File: src/rtl/uart_tx_arbiter.sv
// Round-robin share of one UART byte writer among N_REQ requesters; grant registered one cycle after req with writer ready.
// Stalls while the writer is busy; define UART_ARB_TIMEOUT_EN to abort a stuck byte after TIMEOUT cycles in S_WAIT.
module uart_tx_arbiter #(
  parameter int N_REQ   = 4,
  parameter int TIMEOUT = 4096
) (
  input  logic               clk_i,
  input  logic               rst_ni,
  input  logic [N_REQ-1:0]   req_i,
  input  logic [8*N_REQ-1:0] req_data_i,
  output logic [N_REQ-1:0]   ack_o,
  input  logic               uart_ready_i,
  output logic               uart_send_o,
  input  logic               uart_finish_i,
  output logic [7:0]         uart_data_o,
  output logic               busy_o,
  output logic               err_o
);

  localparam int PTR_W = (N_REQ > 1) ? $clog2(N_REQ) : 1;

  typedef enum logic [1:0] {S_IDLE, S_START, S_WAIT, S_DONE} state_t;

  state_t           state_q, state_d;
  logic [PTR_W-1:0] ptr_q, ptr_d;
  logic [PTR_W-1:0] owner_q, owner_d;
  logic [PTR_W-1:0] owner_nxt;
  logic [PTR_W-1:0] win_idx;
  logic [PTR_W-1:0] cand_idx;
  logic [PTR_W:0]   cand;
  logic             win_vld;
  logic [N_REQ-1:0] ack_q, ack_d;
  logic             send_q, send_d;
  logic [7:0]       data_q, data_d;
  logic             err_q, err_d;
  logic             grant;
  logic             wait_done;
  logic             timeout_hit;

`ifdef UART_ARB_TIMEOUT_EN
  localparam int CNT_W = (TIMEOUT > 1) ? $clog2(TIMEOUT) : 1;

  logic [CNT_W-1:0] cnt_q;

  // Held at zero outside S_WAIT, so every entry starts a fresh count.
  always_ff @(posedge clk_i or negedge rst_ni) begin
    if (!rst_ni) begin
      cnt_q <= '0;
    end else if (state_q != S_WAIT) begin
      cnt_q <= '0;
    end else if (!timeout_hit) begin
      cnt_q <= cnt_q + 1'b1;
    end
  end

  assign timeout_hit = (state_q == S_WAIT) && (cnt_q == CNT_W'(TIMEOUT - 1));
`else
  logic unused_timeout;
  assign unused_timeout = (TIMEOUT > 0);
  assign timeout_hit    = 1'b0;
`endif

  // Rotating priority search starting at ptr_q, wrapping modulo N_REQ.
  always_comb begin
    win_vld  = 1'b0;
    win_idx  = '0;
    cand     = '0;
    cand_idx = '0;
    for (int k = 0; k < N_REQ; k++) begin
      cand = {1'b0, ptr_q} + (PTR_W+1)'(k);
      if (cand >= (PTR_W+1)'(N_REQ)) begin
        cand = cand - (PTR_W+1)'(N_REQ);
      end
      cand_idx = cand[PTR_W-1:0];
      if (!win_vld && req_i[cand_idx]) begin
        win_vld = 1'b1;
        win_idx = cand_idx;
      end
    end
  end

  assign grant     = (state_q == S_IDLE) && uart_ready_i && win_vld;
  assign wait_done = (state_q == S_WAIT) && (uart_finish_i || timeout_hit);
  assign owner_nxt = (owner_q == PTR_W'(N_REQ - 1)) ? '0 : owner_q + 1'b1;

  always_ff @(posedge clk_i or negedge rst_ni) begin
    if (!rst_ni) begin
      state_q <= S_IDLE;
    end else begin
      state_q <= state_d;
    end
  end

  always_comb begin
    state_d = state_q;
    unique case (state_q)
      S_IDLE:  if (grant)         state_d = S_START;
      S_START: if (!uart_ready_i) state_d = S_WAIT;
      S_WAIT:  if (wait_done)     state_d = S_DONE;
      S_DONE:                     state_d = S_IDLE;
      default:                    state_d = S_IDLE;
    endcase
  end

  // Writer edge-detects send, so it is held until ready falls and kept low for the whole byte.
  always_comb begin
    ack_d   = '0;
    err_d   = 1'b0;
    send_d  = 1'b0;
    data_d  = data_q;
    owner_d = owner_q;
    ptr_d   = ptr_q;
    case (state_q)
      S_IDLE: begin
        if (grant) begin
          owner_d = win_idx;
          data_d  = req_data_i[{win_idx, 3'b000} +: 8];
          send_d  = 1'b1;
        end
      end
      S_START: send_d = uart_ready_i;
      S_WAIT: begin
        if (wait_done) begin
          ack_d[owner_q] = 1'b1;
          err_d          = timeout_hit && !uart_finish_i;
          ptr_d          = owner_nxt;
        end
      end
      default: ;
    endcase
  end

  always_ff @(posedge clk_i or negedge rst_ni) begin
    if (!rst_ni) begin
      ack_q   <= '0;
      send_q  <= 1'b0;
      data_q  <= 8'h00;
      err_q   <= 1'b0;
      owner_q <= '0;
      ptr_q   <= '0;
    end else begin
      ack_q   <= ack_d;
      send_q  <= send_d;
      data_q  <= data_d;
      err_q   <= err_d;
      owner_q <= owner_d;
      ptr_q   <= ptr_d;
    end
  end

  assign ack_o       = ack_q;
  assign uart_send_o = send_q;
  assign uart_data_o = data_q;
  assign err_o       = err_q;
  assign busy_o      = (state_q != S_IDLE);

endmodule

File: config.mk
export PLATFORM = sky130hd
export DESIGN_NAME = uart_tx_arbiter
export DESIGN_NICKNAME = d
export VERILOG_FILES = /design/src/rtl/uart_tx_arbiter.sv
export SDC_FILE = /design/constraint.sdc
export NUM_CORES = 1
export LEC_CHECK = 0
export ABC_AREA = 1
export BUFFER_PORTS_ARGS = -buffer_cell sky130_fd_sc_hd__buf_4
export CAP_MARGIN = 20
export CORE_UTILIZATION = 25
export CTS_BUF_LIST = sky130_fd_sc_hd__clkbuf_2 sky130_fd_sc_hd__clkbuf_4 sky130_fd_sc_hd__clkbuf_8
export CTS_CLUSTER_DIAMETER = 150
export DETAILED_ROUTE_END_ITERATION = 10
export HOLD_SLACK_MARGIN = 0.08
export PLACE_DENSITY = 0.42
export SETUP_SLACK_MARGIN = 0.15
export SYNTH_ARGS = -nofsm -noshare
export SYNTH_HDL_FRONTEND = slang
export SYNTH_SLANG_ARGS = --single-unit
File: constraint.sdc
create_clock -name clk_i -period 5.3 [get_ports clk_i]
set_input_delay 0.265 -clock clk_i [delete_from_list [all_inputs] [get_ports clk_i]]
set_output_delay 0.265 -clock clk_i [all_outputs]
set_load 0.005 [all_outputs]
==> run metrics <==
DR vias=1508; wire length of the first global-routing pass=about 6400 µm; max-capacitance violation count=0; row count=27; FILL cells=roughly 630; fraction of layout cells with a size suffix above 1=about a quarter; Setup Viol. Count Final=0; residual DRC count=0; initial antenna violation count=0; area of the die=0.00636 mm²; detailed placement HPWL=around 3200 µm; clock buffers created by TritonCTS=3; weighted congestion reported at the end of routability-driven placement=between 0.8 and 0.9; adder and majority cell fraction of the synthesized area=6.63%; post-synthesis compound-gate area fraction=roughly 3%; Placed Cells incl. Taps=between 300 and 400; final std cells w/o fill=roughly 360; grt total ovfl=0; placeable core region=~0.0057 mm²; layout overhead on the synthesized area=33.7%; clock slew seen by the registers of the worst setup and hold paths=about 80 ps; postcts setup bufs=0; H-tree depth=1; I/O Buffers=53; largest net degree at the start of global routing=20; simple logic cell fraction of the synthesized area=between 40% and 50%; clock tree from TritonCTS=built; class of the tightest hold or removal check=input pin to flip-flop; final clock period utilization by the worst path=42.9%; initial core utilization=a little over a quarter; proportion of synthesized chip area in sequential cells=between 30% and 40%; clock latency on the worst-skew pair=~260 ps; cell chain of the critical path=inv_6 -> nand2_1 -> nand3_1 -> nand2_1 -> inv_1 -> nand3_4 -> nand3_2 -> nor2_1 -> nand2_1 -> nand3_1; final routed wire length divided by cell count=around 11 µm; delay of the slowest cell on the worst path=around 600 ps; outcome=completed; maximum clock skew at final layout=approximately 5.4 ps; horizontal die dimension=79.7 µm; critical-path maximum fanout=17; maximum ir drop on the vdd rail=~0.00017 V; post-synth net total=~280; RSZ-0062 raised after global routing=no; routed wire length=just over 4000 µm; via count of the first global-routing pass=~1.4k; total count of hold-check failures in the final report=0; Slew Viols, Final=0; diode insertion count for antenna repair=0; Unique masters post-synth=22; footprint of the flip-flops and latches=475 µm²; dominant combinational cell family by area after synthesis=simple AND/OR/NAND/NOR gates; clock period minus worst slack=2270 ps; # nets final=between 300 and 400; Synth Cell Area=roughly 0.0015 mm²; iteration count of the initial detailed-routing pass=6; Static Leak=between 1 and 1.5 nW; CP most frequent cell=sky130_fd_sc_hd__nand2_1; Sum Neg Setup Slack=0 ps; CTS Buffer Depth=2; top-level port count=55; post-synthesis share of cell area spent on xor and xnor gates=0%; chip height=approximately 80 µm; total area of multi-input combinational cells=roughly 840 µm²; WP data arrival=2470 ps; category of the worst setup path launch point=flip-flop; required time at the worst-slack endpoint=about 5500 ps; TritonCTS sink count=19; remaining antenna violation count after routing=0; post-synthesis instance total=approximately 230; Global Route Usage Sum=13.2%; Max Freq=between 400 and 500 MHz; worst setup path category=flip-flop to flip-flop; initial DRC count=60; Slowest-stage cell, CP=sky130_fd_sc_hd__dfrtp_1; Clock Tree Root=sky130_fd_sc_hd__clkbuf_8; Post-Layout Inst Area=just over 0.002 mm²; Placed Instance Area=slightly below 0.002 mm²; Setup crit end kind=flip-flop; share of synthesized area spent on multiplexers=0%; Post-Synthesis Mean Instance Area=around 6.5 µm²; count of yosys warnings during synthesis=0; post-synthesis register bit count=19; PwrDens=approximately 600 mW/mm²; final-layout worst hold slack=about 250 ps; DR vias/cell=~4.2
## final timing paths
check	start	end	slack, ps	depth (start not counted)
max	ptr_q[0]	uart_data_o[0]	3030	10
min	uart_ready_i	uart_send_o	250	3
max reg2reg	ptr_q[0]	uart_data_o[0]	3030	10
min reg2reg	uart_data_o[5]	uart_data_o[5]	510	2
max in group asynchronous	rst_ni	state_q[0]	4670	2
min in group asynchronous	rst_ni	ack_o[3]	410	2
## cell usage after synthesis, drive strengths merged
cell type  instances  area (µm²)
buf                4        35.0
inv               40         155
nand3             24         160
nand2            106         418
o21ai              6        30.0
dfrtp             19         475
nor2              14        67.6
ha                 8         100
nand4              8        50.1
conb               1        3.75
a21oi              3        15.0
## metal layers
metal | vias to the layer above | GRT usage (%) | part of all wire [%]
met2 | 38 | 19.5 | 45
li1 | 817 | - | -
met4 | 0 | 2.18 | 0.37
met1 | 651 | 19.4 | 49
met3 | 2 | 2.97 | 5.6
met5 | - | 0 | 0
## stage by stage
stage | power [W] | util (%) | setup slack [ps]
2_1_floorplan | 0.000882 | - | 3610
3_3_place_gp | 0.00110 | 34.6 | 3000
3_5_place_dp | 0.00109 | 34.6 | 3000
4_1_cts | 0.00120 | 35.6 | 2980
5_1_grt | 0.00132 | 35.6 | 2680
6_report | 0.00118 | 35.6 | 3030
## cells in the final DEF, fill, tap and decap left out
master	instances
sky130_fd_sc_hd__nand3_4	2
sky130_fd_sc_hd__nand3_2	3
sky130_fd_sc_hd__conb_1	1
sky130_fd_sc_hd__o21ai_0	5
sky130_fd_sc_hd__buf_4	53
sky130_fd_sc_hd__clkinv_2	1
sky130_fd_sc_hd__inv_6	1
sky130_fd_sc_hd__inv_2	1
sky130_fd_sc_hd__nand2_4	1
sky130_fd_sc_hd__nand3_1	19
sky130_fd_sc_hd__nor2_1	10
sky130_fd_sc_hd__ha_1	8
sky130_fd_sc_hd__clkbuf_8	3
sky130_fd_sc_hd__nand4_1	8
sky130_fd_sc_hd__nand2_2	5
sky130_fd_sc_hd__dfrtp_1	19
sky130_fd_sc_hd__a21oi_1	3
sky130_fd_sc_hd__o21ai_1	1
sky130_fd_sc_hd__nand2_1	100
sky130_fd_sc_hd__nor2_4	1
sky130_fd_sc_hd__nor2_2	3
sky130_fd_sc_hd__inv_1	38
sky130_fd_sc_hd__dlygate4sd3_1	1
## critical path, delay by kind of cell, from the launching register on
family	cells	cell delay, ps
simple gates	8	1420
flops	1	600
buf+inv	2	180
## report_power, final
group / switching, W / total, W / internal, W
sequential: 0.0000516 / 0.000257 / 0.000205
clock: 0.0000514 / 0.000104 / 0.0000523
combinational: 0.000522 / 0.000819 / 0.000297
total: 0.000625 / 0.00118 / 0.000554
## sequential cells by signal, summed over array words and instances, names as in the netlist
signal,cells
owner_q,2
uart_data_o,8
uart_send_o,1
ptr_q,2
state_q,2
ack_o,4
## cell families (layout without fill, tap and decap cells)
logic type / after synthesis / in the layout
AO/OA/AOI/OAI: 9 / 9
adder cells (fa/ha/maj): 8 / 8
buffers and inverters: 44 / 98
flip-flops: 19 / 19
other: 1 / 1
AND/OR/NAND/NOR: 152 / 152
## cell type report
cell class	count	share of cell area [%]
Multi-Input combinational cell	170	41.8
Sequential cell	19	23.5
Timing Repair Buffer	54	20.2
Inverter	40	7.68
Tap cell	72	4.46
Clock buffer	3	2.04
Clock inverter	1	0.248
## repair_timing
action	CTS	global route
hold buffers	1	0
setup endpoints to repair	0	0
endpoints found under the hold margin	19	0
resized for setup	0	0
No activity file was read; power rests on OpenSTA's default activity.
